**config.mk**
```make
export PLATFORM = sky130hd
export DESIGN_NAME = timer_mag
export DESIGN_NICKNAME = d
export VERILOG_FILES = /design/src/rtl/timer_mag.sv
export SDC_FILE = /design/constraint.sdc
export NUM_CORES = 1
export LEC_CHECK = 0
export ABC_AREA = 1
export ABC_CLOCK_PERIOD_IN_PS = 2000
export CELL_PAD_IN_SITES_DETAIL_PLACEMENT = 0
export CELL_PAD_IN_SITES_GLOBAL_PLACEMENT = 1
export CORE_MARGIN = 5
export CORE_UTILIZATION = 38
export CTS_BUF_LIST = sky130_fd_sc_hd__clkbuf_4
export DETAILED_ROUTE_END_ITERATION = 16
export GPL_TIMING_DRIVEN = 0
export HOLD_SLACK_MARGIN = 0.05
export PLACE_DENSITY_LB_ADDON = 0.1
export RECOVER_POWER = 25
export SYNTH_ARGS = -nofsm -noshare
export SYNTH_HDL_FRONTEND = slang
export SYNTH_SLANG_ARGS = --single-unit
```
**constraint.sdc**
```tcl
create_clock -name clk -period 2 [get_ports clk]
set_clock_uncertainty 0.05 [all_clocks]
set_input_delay 0.6 -clock clk [delete_from_list [all_inputs] [get_ports clk]]
set_output_delay 0.6 -clock clk [all_outputs]
set_load 0.005 [all_outputs]
```
**src/rtl/timer_mag.sv**
```systemverilog
// timer_mag: MM:SS cook-time countdown feeding the magnetron control stage.
// Digits are entered as BCD from the keypad by shifting left. The timer counts
// down once per CLK_HZ cycles while mag_on is high, and it raises timer_done
// at 00:00.
// Optional feature: define DONE_BEEP_EN to get a completion beeper. The beeper
// stays high for BEEP_SECS seconds, timed off the same prescaler. Without the
// macro, the beep port is tied low and BEEP_SECS does not exist.
module timer_mag #(
`ifdef DONE_BEEP_EN
    parameter int BEEP_SECS = 3,
`endif
    parameter int CLK_HZ    = 50_000_000
) (
    input  logic       clk,
    input  logic       rst,
    input  logic       key_valid,
    input  logic [3:0] key_digit,
    input  logic       clearn,
    input  logic       mag_on,
    output logic [3:0] min_tens,
    output logic [3:0] min_ones,
    output logic [3:0] sec_tens,
    output logic [3:0] sec_ones,
    output logic       timer_done,
    output logic       beep
);

    localparam int            PW      = $clog2(CLK_HZ);
    localparam logic [PW-1:0] PRE_MAX = PW'(CLK_HZ - 1);

    typedef enum logic [1:0] {
        ENTRY = 2'd0,
        COUNT = 2'd1,
        DONE  = 2'd2
    } state_t;

    state_t        r_state;
    logic [3:0]    r_mt, r_mo, r_st, r_so;
    logic [PW-1:0] r_pre;
    logic          r_done;

    logic       w_key_ok;
    logic       w_zero;
    logic       w_tick;
    logic       w_run;
    logic       w_b0, w_b1, w_b2;
    logic [3:0] w_mt_dec, w_mo_dec, w_st_dec, w_so_dec;
    logic       w_dec_zero;

    assign w_key_ok = key_valid && (key_digit <= 4'd9);
    assign w_zero   = (r_mt == 4'd0) && (r_mo == 4'd0) && (r_st == 4'd0) && (r_so == 4'd0);
    assign w_tick   = (r_pre == PRE_MAX);

    // Counting happens in COUNT, and also on the very edge that moves ENTRY
    // into COUNT. A resumed count therefore continues from the held
    // prescaler value, with no dead cycle.
    assign w_run = mag_on && !w_zero && ((r_state == ENTRY) || (r_state == COUNT));

    // Ripple-borrow BCD decrement. Seconds tens wraps to 5. A sec_tens value
    // above 5 that was keyed in just counts down through the digits.
    assign w_b0     = (r_so == 4'd0);
    assign w_b1     = w_b0 && (r_st == 4'd0);
    assign w_b2     = w_b1 && (r_mo == 4'd0);
    assign w_so_dec = w_b0 ? 4'd9 : (r_so - 4'd1);
    assign w_st_dec = !w_b0 ? r_st : ((r_st == 4'd0) ? 4'd5 : (r_st - 4'd1));
    assign w_mo_dec = !w_b1 ? r_mo : ((r_mo == 4'd0) ? 4'd9 : (r_mo - 4'd1));
    assign w_mt_dec = !w_b2 ? r_mt : (r_mt - 4'd1);
    assign w_dec_zero = (w_mt_dec == 4'd0) && (w_mo_dec == 4'd0) &&
                        (w_st_dec == 4'd0) && (w_so_dec == 4'd0);

`ifdef DONE_BEEP_EN
    localparam int            BW        = $clog2(BEEP_SECS + 1);
    localparam logic [BW-1:0] BSEC_LAST = BW'(BEEP_SECS - 1);

    logic          r_beep;
    logic [BW-1:0] r_bsec;
    logic          w_enter_done;

    // Same two paths into DONE as in the state machine below.
    assign w_enter_done = (w_run && w_tick && w_dec_zero) ||
                          ((r_state == ENTRY) && mag_on && w_zero);
`endif

    // Main timer state machine: digit entry, prescaler, countdown and DONE handling.
    always_ff @(posedge clk) begin
        if (rst || !clearn) begin
            r_state <= ENTRY;
            r_mt    <= 4'd0;
            r_mo    <= 4'd0;
            r_st    <= 4'd0;
            r_so    <= 4'd0;
            r_pre   <= '0;
            r_done  <= 1'b0;
        end else if (w_run) begin
            if (w_tick) begin
                r_mt  <= w_mt_dec;
                r_mo  <= w_mo_dec;
                r_st  <= w_st_dec;
                r_so  <= w_so_dec;
                r_pre <= '0;
                if (w_dec_zero) begin
                    r_state <= DONE;
                    r_done  <= 1'b1;
                end else begin
                    r_state <= COUNT;
                end
            end else begin
                r_pre   <= r_pre + PW'(1);
                r_state <= COUNT;
            end
        end else begin
            case (r_state)
                ENTRY: begin
                    // mag_on with nonzero digits is handled by w_run, so
                    // mag_on here always means an empty timer.
                    if (mag_on) begin
                        r_state <= DONE;
                        r_done  <= 1'b1;
                        r_pre   <= '0;
                    end else if (w_key_ok) begin
                        r_mt <= r_mo;
                        r_mo <= r_st;
                        r_st <= r_so;
                        r_so <= key_digit;
                    end
                end
                COUNT: begin
                    // mag_on dropped: hold digits and prescaler, then allow editing.
                    r_state <= ENTRY;
                end
                DONE: begin
                    if (w_key_ok) begin
                        r_state <= ENTRY;
                        r_done  <= 1'b0;
                        r_mt    <= 4'd0;
                        r_mo    <= 4'd0;
                        r_st    <= 4'd0;
                        r_so    <= key_digit;
                        r_pre   <= '0;
                    end
`ifdef DONE_BEEP_EN
                    else if (r_beep) begin
                        r_pre <= w_tick ? '0 : (r_pre + PW'(1));
                    end
`endif
                end
                default: r_state <= ENTRY;
            endcase
        end
    end

`ifdef DONE_BEEP_EN
    // Beeper: starts on DONE entry, counts prescaler ticks, ends early on clear or key.
    always_ff @(posedge clk) begin
        if (rst || !clearn) begin
            r_beep <= 1'b0;
            r_bsec <= '0;
        end else if (w_enter_done) begin
            r_beep <= 1'b1;
            r_bsec <= '0;
        end else if ((r_state == DONE) && w_key_ok) begin
            r_beep <= 1'b0;
        end else if ((r_state == DONE) && r_beep && w_tick) begin
            r_bsec <= r_bsec + BW'(1);
            if (r_bsec == BSEC_LAST) r_beep <= 1'b0;
        end
    end

    assign beep = r_beep;
`else
    assign beep = 1'b0;
`endif

    assign min_tens   = r_mt;
    assign min_ones   = r_mo;
    assign sec_tens   = r_st;
    assign sec_ones   = r_so;
    assign timer_done = r_done;

endmodule

```
# After elaboration in Yosys (flattened, before gate mapping)
# Index checks and enable logic that the tools add are counted.
[totals]
regBits = 45
elab_cells = 96
out_inout_bits = 18
[classes]
eq_ne = 9
mux = 44
reduce_logical = 30
n_lt_le_gt_ge = 1
add_sub_neg = 5
[op_table]
columns = ["operator", "n"]
rows = [
  ["$mux W26", 4],
  ["$mux W4", 23],
  ["$pmux W26 S2", 1],
  ["$logic_not A4 Y1", 8],
  ["$pmux W4 S2", 4],
  ["$add A26 B1 Y26 const B", 1],
  ["$eq A26 B26 Y1 const B", 1],
  ["$sub A4 B1 Y4 const B", 4],
  ["$ne A3 B3 Y1 const B", 4],
  ["$logic_and A1 B1 Y1", 11],
  ["$mux W2", 5],
  ["$reduce_and A5 Y1", 2],
  ["$reduce_and A3 Y1", 2],
  ["$mux W1", 5],
  ["$le A4 B4 Y1 const B", 1],
  ["$pmux W2 S2", 1],
  ["$reduce_bool A3 Y1", 1],
  ["$eq A2 B1 Y1 const B", 1],
  ["$eq A2 B2 Y1 const B", 1],
  ["$logic_not A1 Y1", 2],
  ["$logic_not A2 Y1", 1],
  ["$logic_or A1 B1 Y1", 2],
  ["$ne A2 B1 Y1 const B", 1],
  ["$ne A2 B2 Y1 const B", 1],
  ["2 further kinds", 2],
]

# Depth between registers and ports, before layout
# Gate-level depths: netlist of the first run.
[depth]
ltp_word = 11
ltp_mapped = 14
depth_no_buf = 14

# Worst setup path after synthesis of the first run
# Ideal clock, no wire load.
[synth_timing]
path_kind = "register to register"
from = "register r_pre[0]"
to = "register r_so[3], in the netlist sec_ones[3]"
arrival_ps = 1816
period_less_slack_ps = 1936
setup_ps = 70
stages_incl_launch_ff = 11
setup_slack_ps = 64
cell_sequence = "dfxtp_1 -> ha_1 -> inv_1 -> nor2_1 -> nand3_1 -> nor2_4 -> nor2_1 -> nor2_4 -> buf_2 -> nand3_1 -> a21oi_1"
[synth_between]
elab_chain_cells = 3
[synth_lines]
columns = ["element", "line", "text"]
rows = [
  ["start, declared", "39", "logic [PW-1:0] r_pre;"],
  ["start signal, assigned", "108", "r_pre <= r_pre + PW'(1);"],
  ["$eq A26 B26 Y1", "52", "assign w_tick = (r_pre == PRE_MAX);"],
  ["$ne A2 B2 Y1 (no line)", "-", ""],
  ["$reduce_and A3 Y1 (no line)", "-", ""],
  ["end signal, assigned", "99", "r_so <= w_so_dec;"],
  ["end signal, assigned", "124", "r_so <= key_digit;"],
  ["end signal, assigned", "138", "r_so <= key_digit;"],
  ["end, declared", "38", "logic [3:0] r_mt, r_mo, r_st, r_so;"],
]
# Every way passes these cells.
# A chain may end at the register's enable or synchronous reset.

# Worst setup path in the final report of the first run
[layout_timing]
from = "register r_so[1], in the netlist sec_ones[1]"
to = "register r_st[1], in the netlist sec_tens[1]"
[layout_between]
elab_chain_cells = 7
[layout_lines]
columns = ["element", "line", "text"]
rows = [
  ["$logic_not A4 Y1", "51, 61", ""],
  ["$logic_and A1 B1 Y1", "51", "assign w_zero = (r_mt == 4'd0) && (r_mo == 4'd0) && (r_st == 4'd0) && (r_so == 4'd0);"],
  ["$logic_not A1 Y1", "57", "assign w_run = mag_on && !w_zero && ((r_state == ENTRY) || (r_state == COUNT));"],
  ["$logic_and A1 B1 Y1 (2 in a row)", "57", ""],
  ["$ne A3 B3 Y1 (no line) (tied with other cells)", "-", ""],
  ["$reduce_and A5 Y1 (no line)", "-", ""],
  ["end signal, assigned", "98", "r_st <= w_st_dec;"],
  ["end signal, assigned", "123", "r_st <= r_so;"],
  ["end, declared", "38", ""],
]
# Parallel ways exist; a longest one is shown, timed or not. The select of a mux whose other input is x is not followed.

==> metrics.yaml, run 1 <==
coreArea_um2: 8130
cap_viol_max_count: 0
cp-startpoint: "sec_ones[1]"
dp_hpwl_um: 7040
required_ns: 2.18
period_needed_ns: 1.98
path_delay_family: "simple AND/OR/NAND/NOR gates"
drc: 0
final_layout_size_suffix_gt1_share_pct: 23.4
path_clk_slew_ns: 0.14
crit_path_end_kind: "register"
ir_drop_uv: 1440
arrival_ns: 2.16
io_buffers: 25
final_core_util_pct: 50.9
grt_start_max_net_pins: 14
period_share_pct: 98.8
via_count: 3454
synthMuxAreaShare_pct: 0
synth_cell_types: 36
p_per_area_nw_per_um2: 1910
critPathMaxStageDelay_ns: 0.39
cp.depth: 13
synth_compound_area_share_pct: 11.1
antenna_found_initial: 0
synth_nets: 520
postRouteAntennaNets: 0
num_antenna_cells: 0
grt_pass1_wl_um: 15500
slowest_stage: "dfxtp_4"
track_usage_pct: 19.0
syn_area_per_cell_um2: 6.20
worstMarginPinSlew_ns: 0.682
wl_per_cell_um: 15.0
place_congestion: 0.909
reg2reg_from: "sec_ones[1]"
slew_headroom_pct: 54.5
clock-sinks: 45
worst-path-max-fanout: 5
start_util_pct: 38.7
grt_pass1_vias: 3225
synth_xor_area_share_pct: 4.17
syn_inst: 508
hold_class: "register to register"
clockRootBuffer: "clkbuf_4"
yosysSeqAreaShare_pct: 28.6
nNetsFinal: 574
critical_path_class: "register to register"
whs_ns: 0.441
slew_viol_final: 0
dieWidth_um: 101
outcome: "completed"
leakage_nw: 1.61
dieArea_um2: 10200
syn2layout_area_growth_pct: 31.4
dpl-instance-area_um2: 3530
rr_worst_depth: 13
synthAdderAreaFrac_pct: 1.19
synth_top_family_by_area: "simple AND/OR/NAND/NOR gates"
r2r_end: "sec_tens[1]"
rsz0062_at_grt: "yes"
tritoncts: "done"
cts_hold_buf: 0
wl_um: 10000
synth.ff_latch_count: 45
drtIter0Drc: 107
fmaxAchievable_ghz: 0.506
fill_cells: 851
cp-endpoint: "sec_tens[1]"
chipHeight_um: 101
synth-simple-area-share_pct: 44.5
crit_path_start_kind: "register"
drtPass1Iterations: 4
r2r_slack_ns: 0.02
grt_overflow_total: 0
fin_area_um2: 4140
crit_chain: "nor2_4 > nand2_4 > nor2_8 > nand2_4 > inv_4 > nand4_4 > nand3_4 > nor2_4 > nor2_4 > nand2_4 > clkbuf_16 > nand2_1 > a21oi_1"
hold_violations: 0
finalSetupViolations: 0
htree_levels: 2
worst-path-buf-inv: 2
synth_warnings: 0
avgViaCountPerCell: 5.17
num_io_pins: 27
numCtsBuffers: 5
cts_max_path_buffers: 2
clk_latency_ns: 0.37
mappedNetlistArea_um2: 3150
core.rowCount: 33
-- per-stage QoR --
step	worst slack [ns]	instances	TNS [ns]	power, W
after global routing	-0.0916	668	-1.87	0.00852
final	0.0231	668	0	0.00790
after global placement	-0.764	638	-25.47	0.00570
after detailed placement	-0.757	638	-26.02	0.00568
after CTS	0.00364	650	0	0.00638
after floorplan	0.0639	508	0	0.00446
-- layout make-up --
class / instances / area, µm² / share of cell area [%]
multi-input combinational: 393 / 2150 / 51.9
inverter: 54 / 208 / 5.02
tap: 105 / 131 / 3.17
timing repair buffer: 46 / 478 / 11.5
buffer: 17 / 168 / 4.05
sequential: 45 / 952 / 23.0
clock buffer: 6 / 45.0 / 1.09
clock inverter: 2 / 10.0 / 0.242
-- power by group --
part / switching, W / internal (W)
logic: 0.00354 / 0.00266
clock network: 0.000317 / 0.000148
registers: 0.000179 / 0.00105
total: 0.00404 / 0.00386
-- flip-flops by register name, summed over array words and instances, names as in the netlist --
| register | count |
|---|---|
| r_state | 2 |
| sec_tens | 4 |
| min_tens | 4 |
| min_ones | 4 |
| sec_ones | 4 |
| timer_done | 1 |
| r_pre | 26 |
-- layout by cell type (no fill, tap or decap), types with 11 or more instances in the layout --
| master | instances |
|---|---|
| nand2_1 | 132 |
| nor2_1 | 52 |
| nand3_1 | 51 |
| inv_1 | 46 |
| dfxtp_1 | 24 |
| clkdlybuf4s50_1 | 23 |
| a21oi_1 | 22 |
| o21ai_0 | 22 |
| buf_4 | 19 |
| xor2_1 | 13 |
| nand4_1 | 11 |
| a21oi_2 | 11 |
| dfxtp_2 | 11 |
-- worst reg2reg max path, stage by stage, from the launching register on --
cell	delay, ns
dfxtp_4	0.39
nor2_4	0.14
nand2_4	0.10
nor2_8	0.14
nand2_4	0.08
inv_4	0.06
nand4_4	0.09
nand3_4	0.15
nor2_4	0.06
nor2_4	0.18
nand2_4	0.11
clkbuf_16	0.18
nand2_1	0.05
a21oi_1	0.05
-- layer usage --
| metal | GRT usage, % | vias to the layer above | share of wire, % |
|---|---|---|---|
| met5 | 0 | - | 0 |
| li1 | - | 1754 | - |
| met1 | 22.4 | 1628 | 43 |
| met2 | 34.9 | 57 | 52 |
| met3 | 3.11 | 15 | 3.1 |
| met4 | 5.93 | 0 | 1.8 |
-- logic make-up after synthesis --
group,count (synthesis)
adder cells (fa/ha/maj),3
XOR/XNOR,15
flip-flops,45
buffers and inverters,71
AND/OR/NAND/NOR,308
AO/OA/AOI/OAI,65
other,1
-- what timing repair did --
| action | 4_1_cts | 5_1_grt |
|---|---|---|
| resized for setup | 28 | 80 |
| cloned | 0 | 5 |
| hold endpoints to repair | 0 | 0 |
| setup buffers | 4 | 13 |
| pin swaps | 3 | 14 |
| setup endpoints to repair | 54 | 51 |
-- worst min path at each step --
stage | from | to | slack [ns] | cells after the start
2_1_floorplan | r_pre[3] | r_pre[3] | 0.41 | 1
3_3_place_gp | timer_done | timer_done | 0.42 | 2
3_5_place_dp | timer_done | timer_done | 0.43 | 2
4_1_cts | r_pre[15] | r_pre[15] | 0.45 | 2
5_1_grt | r_pre[21] | r_pre[21] | 0.47 | 2
6_report | r_pre[22] | r_pre[22] | 0.44 | 2
-- cell usage after synthesis (all sizes together) --
library cell | number | area (µm²)
a22oi | 2 | 15.0
nand2 | 151 | 618
nor3 | 14 | 75.1
a2bb2oi | 1 | 8.76
or2 | 1 | 6.26
dfxtp | 45 | 901
nor4 | 3 | 18.8
clkbuf | 5 | 18.8
buf | 12 | 105
conb | 1 | 3.75
a21oi | 34 | 178
nand3b | 3 | 22.5
nand4 | 12 | 81.3
o21ai | 26 | 134
nand3 | 54 | 275
nor2 | 70 | 304
inv | 54 | 203
xnor2 | 2 | 17.5
a21o | 1 | 7.51
xor2 | 13 | 114
ha | 3 | 37.5
o21a | 1 | 7.51
Note: power is estimated with default switching activity, not from simulation.
==> inputs of run 2 (changes only) <==
- PLACE_DENSITY: default -> 0.77
- PLACE_DENSITY_LB_ADDON: 0.1 -> default
==> metrics.yaml, run 2 (synthesis gave the netlist of run 1 again) <==
power_frac_seq_pct: 14.4  # was 15.6%
period_needed_ns: 1.99  # was 1.98 ns
rsz0062_at_grt: "yes"  # unchanged
num_antenna_cells: 0  # unchanged
p_per_area_nw_per_um2: 1970  # was 1910 nW/µm²
switching_share_pct: 49.0  # was 51.1%
chipHeight_um: 101  # unchanged
finalSetupViolations: 0  # unchanged
grt_pass1_wl_um: 15400  # was 15,500 µm
place_congestion: 0.922  # was 0.909
htree_levels: 2  # unchanged
outcome: "completed"  # unchanged
largest_reg_flops: 26  # unchanged
final_core_util_pct: 54.1  # was 50.9%
final_layout_size_suffix_gt1_share_pct: 28.6  # was 23.4%
final_common_cell: "nand2_1"  # unchanged
clockRootBuffer: "clkbuf_4"  # unchanged
grt_start_max_net_pins: 13  # was 14
crit_chain: "nor2_4 > nand2_4 > nor2_8 > nand2_4 > inv_4 > nand4_4 > nand3_4 > nor2_4 > nor2_4 > nand2_4 > clkbuf_16 > nand2_2 > a21oi_1"  # was nor2_4 > nand2_4 > nor2_8 > nand2_4 > inv_4 > nand4_4 > nand3_4 > nor2_4 > nor2_4 > nand2_4 > clkbuf_16 > nand2_1 > a21oi_1
drc: 0  # unchanged
switchingPower_w: 0.00425  # was 0.00404 W
clk_latency_ns: 0.36  # was 0.37 ns
track_usage_pct: 18.7  # was 19.0%
clock_power_share_pct: 5.6  # was 5.9%
fill_cells: 815  # was 851
seq_area_um2: 953  # was 952 µm²
coreArea_um2: 8130  # unchanged
dieArea_um2: 10200  # unchanged
drtIter0Drc: 118  # was 107
slowest_stage: "dfxtp_4"  # unchanged
wl_per_cell_um: 15.2  # was 15.0 µm
start_util_pct: 38.7  # unchanged
wl_um: 10300  # was 10,000 µm
worstMarginPinSlew_ns: 0.734  # was 0.682 ns
p_int_w: 0.00442  # was 0.00386 W
grt_pass1_vias: 3175  # was 3,225
period_share_pct: 99.3  # was 98.8%
nNetsFinal: 588  # was 574
ir_drop_uv: 1310  # was 1440 µV
finalWorstSetupSlack_ns: 0.0149  # was 0.0231 ns
crit_path_start_kind: "register"  # unchanged
slew_headroom_pct: 51.1  # was 54.5%
slew_viol_final: 0  # unchanged
crit_path_end_kind: "register"  # unchanged
required_ns: 2.17  # was 2.18 ns
cts_hold_buf: 0  # unchanged
dp_hpwl_um: 7040  # about the same
largest-register: "r_pre"  # unchanged
cts_max_path_buffers: 2  # unchanged
hold_class: "register to register"  # unchanged
fmaxAchievable_ghz: 0.504  # was 0.506 GHz
arrival_ns: 2.15  # was 2.16 ns
avgViaCountPerCell: 5.17  # about the same
antenna_found_initial: 0  # unchanged
critPathMaxStageDelay_ns: 0.39  # about the same
path_clk_slew_ns: 0.12  # was 0.14 ns
leakage_nw: 1.68  # was 1.61 nW
tritoncts: "done"  # unchanged
grt_overflow_total: 0  # unchanged
num_io_pins: 27  # unchanged
syn2layout_area_growth_pct: 39.5  # was 31.4%
postRouteAntennaNets: 0  # unchanged
core.rowCount: 33  # unchanged
io_buffers: 25  # unchanged
numCtsBuffers: 5  # unchanged
via_count: 3528  # was 3,454
pre_cts_ws_ns: -0.757  # about the same
cap_viol_max_count: 0  # unchanged
drtPass1Iterations: 5  # was 4
hold_violations: 0  # unchanged
power_w: 0.00867  # was 0.00790 W
layout_common_cells: "125 x nand2_1, 53 x nor2_1, 48 x nand3_1"  # was 132 x nand2_1, 52 x nor2_1, 51 x nand3_1
pwr-share-comb_pct: 79.9  # was 78.5%
dieWidth_um: 101  # unchanged
clock-sinks: 45  # unchanged
worst-path-max-fanout: 5  # unchanged
critical_path_class: "register to register"  # unchanged
multi_input_area_um2: 2240  # was 2150 µm²
run 2: final timing paths:
check | startpoint | endpoint | slack [ns] | cells past startpoint
max | sec_ones[1] | sec_ones[0] | 0.01 | 13
min | r_pre[14] | r_pre[14] | 0.45 | 2
max reg2reg | sec_ones[1] | sec_ones[0] | 0.01 | 13
min reg2reg | r_pre[14] | r_pre[14] | 0.45 | 2
run 2: metal layers:
metal | wire [µm] | vias up | global-route usage [%]
li1 | - | 1779 | -
met5 | 0 | - | 0
met2 | 5220 | 77 | 33.2
met1 | 4560 | 1652 | 23.4
met3 | 299 | 20 | 2.56
met4 | 254 | 0 | 5.01
run 2: stage by stage:
step	std cells	setup TNS [ns]	cell area, µm²	hold slack, ns
2_1_floorplan	508	0	3150	0.413
3_3_place_gp	638	-25.38	3530	0.425
3_5_place_dp	638	-25.17	3530	0.424
4_1_cts	649	0	3670	0.455
5_1_grt	682	-1.79	4400	0.466
6_report	682	0	4400	0.446
run 2: what timing repair did:
| action | CTS | global route |
|---|---|---|
| pin swaps | 4 | 35 |
| setup buffers | 3 | 27 |
| gates resized for setup | 25 | 117 |
| setup endpoints to repair | 54 | 50 |
| gates cloned | 0 | 7 |
run 2: final cells by class:
| class | count | area share [%] |
|---|---|---|
| buffer | 16 | 3.78 |
| clock buffer | 8 | 1.37 |
| inverter | 54 | 4.84 |
| multi-input combinational | 393 | 51.1 |
| sequential | 45 | 21.7 |
| tap | 105 | 2.99 |
| timing repair buffer | 61 | 14.3 |
run 2: worst max-delay path, delay by kind of cell (launching register included):
family | cells | cell delay [ns]
simple gates | 10 | 1.12
flops | 1 | 0.39
compound gates | 1 | 0.05
buf+inv | 2 | 0.25
run 2: power groups by stage:
stage	registers, W	clock network (W)	logic (W)
6_report	0.00125	0.000490	0.00693
5_1_grt	0.00128	0.000541	0.00747
3_5_place_dp	0.00121	0	0.00442
3_3_place_gp	0.00121	0	0.00441
2_1_floorplan	0.00118	0	0.00328
4_1_cts	0.00122	0.000510	0.00461
==> inputs of run 3 (changes only) <==
- CTS_CLUSTER_SIZE: default -> 16
==> results of run 3 <==
The final DEF is identical to that of run 2; final timing and power are the same.
